### src/rtl/gng_rom_packer.sv
// gng_rom_packer
//   Packs a byte-wide ROM download stream into 16-bit memory words.
//   Even-address bytes are parked as the low half of a word until the odd
//   partner arrives; unpaired halves are padded with zero. Packed words go
//   through a small FIFO to a req/ack memory write port. Bytes 0..3 are
//   compared against the 10 83 00 80 header, giving sig_ok at end of download.
// Ports
//   clk, rst              : clock (rising edge), async active-high reset
//   dl_active/dl_wr       : download window and one-cycle byte strobe
//   dl_addr/dl_data       : byte address and byte
//   dl_wait               : back-pressure to the download source
//   mem_req/mem_addr/
//   mem_data/mem_ack      : word write handshake (word address = byte addr >> 1)
//   done                  : one-cycle end-of-download pulse
//   sig_ok                : header matched on the last completed download
//   overflow              : sticky, a byte was dropped during this download
module gng_rom_packer #(
    parameter int          DEPTH = 4,
    parameter logic [24:0] LIMIT = 25'h0C0000
) (
    input  logic        clk,
    input  logic        rst,
    input  logic        dl_active,
    input  logic        dl_wr,
    input  logic [24:0] dl_addr,
    input  logic [7:0]  dl_data,
    output logic        dl_wait,
    output logic        mem_req,
    output logic [23:0] mem_addr,
    output logic [15:0] mem_data,
    input  logic        mem_ack,
    output logic        done,
    output logic        sig_ok,
    output logic        overflow
);
    localparam int            PW       = $clog2(DEPTH);
    localparam int            CW       = PW + 1;
    localparam logic [CW-1:0] FULL_CNT = CW'(DEPTH);
    localparam logic [CW-1:0] WAIT_CNT = CW'(DEPTH - 1);
    localparam logic [CW-1:0] CNT_ONE  = CW'(1'b1);
    localparam logic [CW-1:0] CNT_TWO  = CW'(2'd2);
    localparam logic [PW-1:0] PTR_ONE  = PW'(1'b1);

    typedef enum logic [1:0] {IDLE = 2'd0, LOAD = 2'd1, FLUSH = 2'd2, DONE = 2'd3} state_t;

    // Expected header byte for address 0..3
    function automatic logic [7:0] sig_byte(input logic [1:0] idx);
        case (idx)
            2'd0:    sig_byte = 8'h10;
            2'd1:    sig_byte = 8'h83;
            2'd2:    sig_byte = 8'h00;
            default: sig_byte = 8'h80;
        endcase
    endfunction

    state_t        state_r, state_next_s;
    logic [23:0]   fifo_addr_r [DEPTH];
    logic [15:0]   fifo_data_r [DEPTH];
    logic [PW-1:0] wr_ptr_r, rd_ptr_r, next_ptr_s;
    logic [CW-1:0] count_r;
    logic          pend_valid_r;
    logic [23:0]   pend_addr_r;
    logic [7:0]    pend_data_r;
    logic [3:0]    sig_flags_r;
    logic          sig_ok_r, overflow_r, done_r;
    logic          mem_req_r;
    logic [23:0]   mem_addr_r;
    logic [15:0]   mem_data_r;

    logic          want_push_s, push_s, reject_s, hold_s, clr_pend_s, drop_s;
    logic [23:0]   push_addr_s, word_addr_s;
    logic [15:0]   push_data_s;
    logic          pop_s, full_s, in_range_s, load_entry_s, flush_entry_s;

    assign word_addr_s   = dl_addr[24:1];
    assign in_range_s    = (dl_addr < LIMIT);
    assign full_s        = (count_r == FULL_CNT);
    assign pop_s         = mem_req_r & mem_ack;
    assign push_s        = want_push_s & ~full_s;
    assign reject_s      = want_push_s & full_s;
    assign load_entry_s  = (state_r == IDLE) && dl_active;
    assign flush_entry_s = (state_r == LOAD) && !dl_active;
    assign next_ptr_s    = rd_ptr_r + PTR_ONE;

    // Byte sorting, next-state selection and FIFO push request
    always_comb begin
        state_next_s = state_r;
        want_push_s  = 1'b0;
        push_addr_s  = word_addr_s;
        push_data_s  = {dl_data, 8'h00};
        hold_s       = 1'b0;
        clr_pend_s   = 1'b0;
        drop_s       = 1'b0;
        case (state_r)
            IDLE: begin
                drop_s = dl_wr;
                if (dl_active) state_next_s = LOAD;
                else           state_next_s = IDLE;
            end
            LOAD: begin
                if (!dl_active) begin
                    // Bytes are only taken while the window is open; the
                    // parked low byte leaves as a zero-padded word.
                    state_next_s = FLUSH;
                    drop_s       = dl_wr;
                    want_push_s  = pend_valid_r;
                    push_addr_s  = pend_addr_r;
                    push_data_s  = {8'h00, pend_data_r};
                end else if (dl_wr && in_range_s) begin
                    if (dl_addr[0]) begin
                        want_push_s = 1'b1;
                        if (pend_valid_r && (pend_addr_r == word_addr_s)) begin
                            push_data_s = {dl_data, pend_data_r};
                            clr_pend_s  = 1'b1;
                        end else begin
                            push_data_s = {dl_data, 8'h00};
                        end
                    end else begin
                        // A parked byte of another word is evicted while the new one parks
                        hold_s = 1'b1;
                        if (pend_valid_r && (pend_addr_r != word_addr_s)) begin
                            want_push_s = 1'b1;
                            push_addr_s = pend_addr_r;
                            push_data_s = {8'h00, pend_data_r};
                        end else begin
                            want_push_s = 1'b0;
                        end
                    end
                end else begin
                    state_next_s = LOAD;
                end
            end
            FLUSH: begin
                drop_s = dl_wr;
                if ((count_r == {CW{1'b0}}) && !mem_req_r) state_next_s = DONE;
                else                                        state_next_s = FLUSH;
            end
            DONE: begin
                drop_s       = dl_wr;
                state_next_s = IDLE;
            end
            default: begin
                state_next_s = IDLE;
            end
        endcase
    end

    // FSM state, done pulse and end-of-download signature verdict
    always_ff @(posedge clk or posedge rst) begin
        if (rst) begin
            state_r  <= IDLE;
            done_r   <= 1'b0;
            sig_ok_r <= 1'b0;
        end else begin
            state_r <= state_next_s;
            done_r  <= (state_next_s == DONE);
            if (load_entry_s)                                   sig_ok_r <= 1'b0;
            else if ((state_r == FLUSH) && (state_next_s == DONE)) sig_ok_r <= &sig_flags_r;
        end
    end

    // Header flags, one per byte address 0..3
    always_ff @(posedge clk or posedge rst) begin
        if (rst) begin
            sig_flags_r <= 4'b0000;
        end else if (load_entry_s) begin
            sig_flags_r <= 4'b0000;
        end else if ((state_r == LOAD) && dl_active && dl_wr && (dl_addr < 25'd4)) begin
            sig_flags_r[dl_addr[1:0]] <= (dl_data == sig_byte(dl_addr[1:0]));
        end
    end

    // Parked even byte; a refused push leaves it untouched
    always_ff @(posedge clk or posedge rst) begin
        if (rst) begin
            pend_valid_r <= 1'b0;
            pend_addr_r  <= 24'h000000;
            pend_data_r  <= 8'h00;
        end else if (load_entry_s || flush_entry_s) begin
            pend_valid_r <= 1'b0;
        end else if (reject_s) begin
            pend_valid_r <= pend_valid_r;
        end else if (hold_s) begin
            pend_valid_r <= 1'b1;
            pend_addr_r  <= word_addr_s;
            pend_data_r  <= dl_data;
        end else if (clr_pend_s) begin
            pend_valid_r <= 1'b0;
        end
    end

    // Sticky drop indicator, rearmed at each download start
    always_ff @(posedge clk or posedge rst) begin
        if (rst)                    overflow_r <= 1'b0;
        else if (load_entry_s)      overflow_r <= 1'b0;
        else if (drop_s | reject_s) overflow_r <= 1'b1;
    end

    // Word storage; occupancy is tracked by count_r so contents need no reset
    always_ff @(posedge clk) begin
        if (push_s) begin
            fifo_addr_r[wr_ptr_r] <= push_addr_s;
            fifo_data_r[wr_ptr_r] <= push_data_s;
        end
    end

    // FIFO pointers (wrap modulo DEPTH) and occupancy
    always_ff @(posedge clk or posedge rst) begin
        if (rst) begin
            wr_ptr_r <= {PW{1'b0}};
            rd_ptr_r <= {PW{1'b0}};
            count_r  <= {CW{1'b0}};
        end else begin
            if (push_s) wr_ptr_r <= wr_ptr_r + PTR_ONE;
            if (pop_s)  rd_ptr_r <= rd_ptr_r + PTR_ONE;
            case ({push_s, pop_s})
                2'b10:   count_r <= count_r + CNT_ONE;
                2'b01:   count_r <= count_r - CNT_ONE;
                default: count_r <= count_r;
            endcase
        end
    end

    // Memory port: presents a copy of the FIFO head; the entry leaves on ack
    always_ff @(posedge clk or posedge rst) begin
        if (rst) begin
            mem_req_r  <= 1'b0;
            mem_addr_r <= 24'h000000;
            mem_data_r <= 16'h0000;
        end else if (!mem_req_r) begin
            if (count_r != {CW{1'b0}}) begin
                mem_req_r  <= 1'b1;
                mem_addr_r <= fifo_addr_r[rd_ptr_r];
                mem_data_r <= fifo_data_r[rd_ptr_r];
            end
        end else if (mem_ack) begin
            if (count_r >= CNT_TWO) begin
                mem_addr_r <= fifo_addr_r[next_ptr_s];
                mem_data_r <= fifo_data_r[next_ptr_s];
            end else if (push_s) begin
                // Last entry leaves as a new one arrives: forward it directly
                mem_addr_r <= push_addr_s;
                mem_data_r <= push_data_s;
            end else begin
                mem_req_r <= 1'b0;
            end
        end
    end

    assign dl_wait  = (count_r >= WAIT_CNT) || (state_r == FLUSH) || (state_r == DONE);
    assign mem_req  = mem_req_r;
    assign mem_addr = mem_addr_r;
    assign mem_data = mem_data_r;
    assign done     = done_r;
    assign sig_ok   = sig_ok_r;
    assign overflow = overflow_r;
endmodule

### config.mk
export PLATFORM = sky130hd
export DESIGN_NAME = gng_rom_packer
export DESIGN_NICKNAME = d
export VERILOG_FILES = /design/src/rtl/gng_rom_packer.sv
export SDC_FILE = /design/constraint.sdc
export NUM_CORES = 1
export LEC_CHECK = 0
export CORE_MARGIN = 2
export CORE_UTILIZATION = 55
export CTS_CLUSTER_SIZE = 16
export DETAILED_ROUTE_END_ITERATION = 12
export PLACE_DENSITY = 0.75
export SLEW_MARGIN = 20
export SYNTH_ARGS = -nofsm -noshare
export SYNTH_HDL_FRONTEND = slang
export SYNTH_SLANG_ARGS = --single-unit
### constraint.sdc
create_clock -name clk -period 5.35 [get_ports clk]
set_input_delay 1.605 -clock clk [delete_from_list [all_inputs] [get_ports clk]]
set_output_delay 1.605 -clock clk [all_outputs]
set_load 0.05 [all_outputs]
After elaboration in Yosys (flattened, before gate mapping)
Memories as Yosys holds them, arrays and structs flattened.
Cells that the tools add are included.
{"block": "totals", "ramBits": 160, "elab_cells": 144, "register_bits": 90, "output_inout_bits": 45, "input_bits": 38, "mem_count": 2, "latch_bits": 0, "rom_bits": 0}
{"memory": "fifo_addr_r", "depth": 4, "width": 24, "read_ports": 2, "rd_clocked_by_memory_dff": 0, "write_ports": 1, "line_no": "57", "text": "logic [23:0] fifo_addr_r [DEPTH];"}
{"memory": "fifo_data_r", "depth": 4, "width": 16, "read_ports": 2, "rd_clocked_by_memory_dff": 0, "write_ports": 1, "line_no": "58", "text": "logic [15:0] fifo_data_r [DEPTH];"}
{"block": "classes", "n_mul": 0, "shifts": 0, "eq_ne": 15, "n_div": 0, "muxes": 65, "bitwise_logic": 7, "addsub": 4, "magnitude_cmp": 6, "reduce_logical": 31}
{"op": "24-bit 2-to-1 mux", "count": 10}
{"op": "16-bit 2-to-1 mux", "count": 10}
{"op": "1-bit 2-to-1 mux", "count": 32}
{"op": "25-bit by 20-bit < comparator with 1-bit output (second input constant)", "count": 1}
{"op": "25-bit by 3-bit < comparator with 1-bit output (second input constant)", "count": 1}
{"op": "24-bit equality test", "count": 1}
{"op": "8-bit 2-to-1 mux", "count": 3}
{"op": "24-bit inequality test", "count": 1}
{"op": "8-bit case mux with 3 select lines", "count": 1}
{"op": "1-bit logical AND", "count": 11}
{"op": "2-bit equality test (second input constant)", "count": 5}
{"op": "2-bit nonzero test", "count": 5}
{"op": "8-bit equality test", "count": 1}
{"op": "4-bit 2-to-1 mux", "count": 2}
{"op": "2-bit case mux with 4 select lines", "count": 1}
{"op": "2-bit by 1-bit equality test with 1-bit output (second input constant)", "count": 3}
{"op": "3-bit by 2-bit greater-or-equal comparator with 1-bit output (second input constant)", "count": 2}
{"op": "3-bit case mux with 2 select lines", "count": 1}
{"op": "3-bit AND reduction", "count": 2}
{"op": "3-bit nonzero test", "count": 2}
{"op": "2-bit by 1-bit adder with 2-bit output (second input constant)", "count": 2}
{"op": "4-bit bitwise mux", "count": 1}
{"op": "2-bit logical NOT", "count": 2}
{"op": "2-bit 2-to-1 mux", "count": 2}
{"op": "19 further kinds", "count": 26}

Logic depth before layout (Yosys ltp)
{"block": "logic_depth", "ltp_word": 12, "mapped_depth": 12}

Worst setup path before layout
OpenSTA, ideal clock, no wires.
{"block": "synth_path", "path_type": "input -> register", "start": "input dl_addr[20]", "end": "memory fifo_addr_r[0][0], enable pin", "setup_ns": 0.401, "t_arrival_ns": 3.678, "stages": 6, "path_slack_ns": 1.271, "n_path_buf": 0, "path_cell_list": "nor4_4 -> and3_1 -> and2_1 -> o21ai_1 -> a21oi_1 -> and3_1"}
{"block": "synth_via", "elab_chain_cells": 10}
{"element": "from (decl)", "line_no": "25", "text": "input logic [24:0] dl_addr,"}
{"element": "branches (longest 4 deep; another with 25-bit by 20-bit < comparator with 1-bit output)"}
{"element": "1-bit 2-to-1 mux *", "line_no": "109", "text": "end else if (dl_wr && in_range_s) begin"}
{"element": "1-bit 2-to-1 mux *", "line_no": "101", "text": "if (!dl_active) begin"}
{"element": "1-bit 2-to-1 mux *", "line_no": "94", "text": "case (state_r)"}
{"element": "1-bit AND *", "line_no": "79", "text": "assign push_s = want_push_s & ~full_s;"}
{"element": "1-bit 2-to-1 mux *", "line_no": "201", "text": "if (push_s) begin"}
{"element": "1-bit 2-to-1 mux (implied by the code) *", "line_no": "202", "text": "fifo_addr_r[wr_ptr_r] <= push_addr_s;"}
{"element": "to (decl)", "line_no": "57"}
Every way passes the cells marked *.

Worst setup path after layout
{"block": "layout_path", "start": "input dl_addr[3]", "end": "register count_r[2]"}
{"block": "layout_via", "elab_chain_cells": 10}
{"element": "branches (longest 4 deep; another with 25-bit by 20-bit < comparator with 1-bit output)"}
{"element": "1-bit 2-to-1 mux *", "line_no": "109"}
{"element": "1-bit 2-to-1 mux *", "line_no": "101"}
{"element": "1-bit 2-to-1 mux *", "line_no": "94"}
{"element": "1-bit AND *", "line_no": "79"}
{"element": "2-bit by 1-bit equality test with 1-bit output / 2-bit equality test (equally long branches)", "line_no": "216", "text": "case ({push_s, pop_s})"}
{"element": "3-bit case mux with 2 select lines / 2-bit nonzero test (equally long branches)"}
{"element": "to (signal assigned)", "line_no": "217", "text": "2'b10: count_r <= count_r + CNT_ONE;"}
{"element": "to (signal assigned)", "line_no": "218", "text": "2'b01: count_r <= count_r - CNT_ONE;"}
{"element": "to (signal assigned)", "line_no": "219", "text": "default: count_r <= count_r;"}
{"element": "to (decl)", "line_no": "60", "text": "logic [CW-1:0] count_r;"}
Marked as above.
A chain may end at the register's enable or synchronous reset.

==> impl_metrics.csv <==
group,metric,value,unit
clock_tree,cts_setup_buffers,0,
grt,track_usage,0.2457,
critical_path,reg2reg_depth,12,
floorplanning,die_x,152.8,µm
critical_path,cp_max_fo,7,
floorplanning,core-area,21760,µm²
synth,yosysUniqueCellTypes,53,
worst_hold_path,holdPathEnd,"mem_data[10]",
critical_path,cpMostUsedCell,"xor2_1",
grt,grt_pass1_vias,8209,
timing,setup_viol,0,
final_layout,area_growth,16.81,%
timing,rsz0062_at_grt,"no",
final_layout,most-common-layout-cells,"160 x edfxtp_1, 88 x dfrtp_1, 82 x clkdlybuf4s50_1",
critical_path,crit_slowest_cell,"clkdlybuf4s50_1",
critical_path,crit_required,5.79,ns
grt,grt_max_degree,52,
drt,drt_iter0_drc,561,
clock_tree,root_buffer,"clkbuf_16",
power_and_ir_drop,power_density,530.9,nW/µm²
synth,yosysTopAreaCellShare,0.3947,
worst_hold_path,hold-path-cell-count,1,
power_and_ir_drop,p_seq_frac,0.344,
clock_tree,clock_path_buffers,3,
final_layout,drive_above_1_share,0.2429,
power_and_ir_drop,combPwrFrac,0.409,
drt,drt_pass1_iterations,4,
timing,final_max_slew_viol_count,0,
final_layout,nNetsFinal,901,
synth,synth_nets,825,
synth,synth_top_area_cell,"edfxtp_1",
floorplanning,io_pins,83,
worst_hold_path,worst_hold_startpoint,"mem_data[10]",
timing,finalCritPeriodShare,0.8355,
final_layout,layout_commonest_cell,"edfxtp_1",
floorplanning,die_h,152.8,µm
critical_path,reg2reg_to,"count_r[2]",
synth,synth-seq-cells,250,
power_and_ir_drop,peakVddDrop,0.2544,mV
run,cap_violations,0,
grt,grt_overflow,0,
clock_tree,h-tree-depth,1,
critical_path,worst-setup-path-type,"input port to flip-flop",
floorplanning,initial_utilization,0.5595,
clock_tree,clock_sinks,250,
drt,wl_per_cell,24.50,µm
placed_design,place.gp.congestion,0.8688,
critical_path,crit_family,"simple AND/OR/NAND/NOR gates",
clock_tree,cts_tree,"yes",
grt,antenna_found_initial,1,
timing,fmax,223.7,MHz
floorplanning,rows,54,
power_and_ir_drop,clockPowerShare,0.247,
placed_design,dpl-instance-area,13330,µm²
clock_tree,cts_made_buffers,26,
floorplanning,die_area,23340,µm²
critical_path,startpoint_type,"input port",
synth,syn-instance-count,781,
drt,vias,7746,
drt,drt_wl_total,28340,µm
power_and_ir_drop,p_sw,2.652,mW
timing,worst_slew_pin_slew,1.076,ns
critical_path,startpoint,"dl_addr[3]",
critical_path,cp_num_buf_inv,2,
drt,vias_per_cell,6.695,
synth,yosys-top-cells-area,"edfxtp_1 39%, dfrtp_1 19%, mux4_2 15%",
timing,layout_min_cycle_time,4.470,ns
synth,async_flop_share,0.3600,
power_and_ir_drop,p_leak,5.371,nW
timing,tns,0,ns
synth,syn_area,12170,µm²
critical_path,r2r_slack,2.04,ns
clock_tree,clk_latency,0.53,ns
critical_path,cp_cell_sequence,"clkdlybuf4s50_1, xor2_1, nor4_1, nand4_1, o21ai_1, a21oi_1, nand2_1, ha_1, inv_1, fa_1, xor2_1, nor2_1, xor2_1",
timing,max-slew-margin-rel,0.2795,
placed_design,io_buffer_count,82,
drt,ant_nets,0,
critical_path,worstReg2RegStart,"pend_addr_r[2]",
power_and_ir_drop,p_sw_frac,0.3513,
run_status,status,"completed",
drt,drc_errors,0,
synth,syn_area_per_cell,15.59,µm²
critical_path,cp_data_arrival_time,4.91,ns
synth,ys.flop_type,"edfxtp_1",
power_and_ir_drop,p_int,4.897,mW
timing,hold_violations,0,
final_layout,num_antenna_cells,0,
clock_tree,cts_hold_buf,0,
clock_tree,path_clk_slew,0.06,ns
final_layout,final_cell_area,14220,µm²
worst_hold_path,hp-class,"flip-flop to flip-flop",
critical_path,endpoint_kind,"flip-flop",
synth,ys_seq_area_frac,0.5797,
synth,synth_edf_count,160,
synth,yosysWarnings,0,
placed_design,dp_hpwl,18300,µm
grt,grt_pass1_wl,45120,µm
final_layout,fill_cells,1501,
critical_path,slowest_delay,0.49,ns
timing,finClkSkew,0.01871,ns
clock_tree,post_cts_resized,0,
cell type report:
type	instances	area, µm²	area share
Multi-Input combinational cell	459	4841	0.3405
Inverter	15	57.56	0.004048
Clock inverter	13	161.4	0.01135
Sequential cell	250	7064	0.4968
Tap cell	280	350.3	0.02464
Clock buffer	35	725.7	0.05104
Timing Repair Buffer	105	1018	0.07163
registers in the layout, summed over array words and instances, names as in the netlist:
name / cells
count_r: 3
done: 1
fifo_addr_r: 96
fifo_data_r: 64
mem_addr: 24
mem_data: 16
mem_req: 1
overflow: 1
pend_addr_r: 24
pend_data_r: 8
pend_valid_r: 1
rd_ptr_r: 2
sig_flags_r: 4
sig_ok: 1
state_r: 2
wr_ptr_r: 2
logic make-up after synthesis:
group,share of synthesized area
simple gates,0.07925
xor+xnor,0.02302
flops,0.5797
fa+ha+maj,0.006784
mux,0.2138
compound gates,0.07205
buf+inv,0.02539
how the worst max path moves through the flow:
stage,slack [ns],end,cells after the start
after floorplan,1.27,fifo_addr_r[0][0],6
after global placement,0.55,count_r[2],13
after detailed placement,0.37,count_r[2],13
after CTS,0.91,count_r[2],13
after global routing,0.66,count_r[2],13
final,0.88,count_r[2],13
per-layer routing:
layer	global-route usage	part of all wire
met1	0.3355	0.40
met2	0.4055	0.50
met3	0.03896	0.069
met4	0.08907	0.028
met5	0	0
cell usage after synthesis (all sizes together), types with 4 or more instances:
master / instances
buf: 24
nand2b: 4
nand2: 17
xnor2: 5
a221o: 41
a41o: 8
nor4: 12
a21oi: 16
nor2b: 10
o21ai: 8
mux2: 64
clkbuf: 33
nand4: 12
mux4: 80
nor2: 23
nand3: 7
and3: 55
ha: 5
dfrtp: 90
a221oi: 10
a22o: 8
and2: 12
inv: 14
edfxtp: 160
mux2i: 8
xor2: 27
worst register-to-register path: cells and delay by family, from the launching register on:
family          cells  cell delay [ns]
xor+xnor            3             0.50
fa+ha+maj           2             0.61
flops               1             0.41
compound gates      2             0.51
buf+inv             1             0.07
simple gates        4             1.13
metrics by stage:
step / setup slack [ns] / total power [mW] / hold slack [ns] / cells / util
2_1_floorplan: 1.271 / 4.869 / 0.4678 / 781 / -
3_3_place_gp: 0.5473 / 5.642 / 0.4781 / 1109 / 0.6127
3_5_place_dp: 0.3722 / 5.733 / 0.4848 / 1109 / 0.6127
4_1_cts: 0.9135 / 7.604 / 0.5018 / 1157 / 0.6534
5_1_grt: 0.6629 / 7.888 / 0.5115 / 1157 / 0.6536
6_report: 0.8799 / 7.549 / 0.5005 / 1157 / 0.6536
power groups by stage:
stage	Sequential (mW)	Clock (mW)	Combinational, mW
finish	2.60	1.86	3.09
global placement	2.62	0	3.02
detailed placement	2.64	0	3.09
floorplan	2.98	0	1.89
global route	2.65	1.97	3.27
CTS	2.60	1.89	3.11
Note: power is estimated with default switching activity, not from simulation.
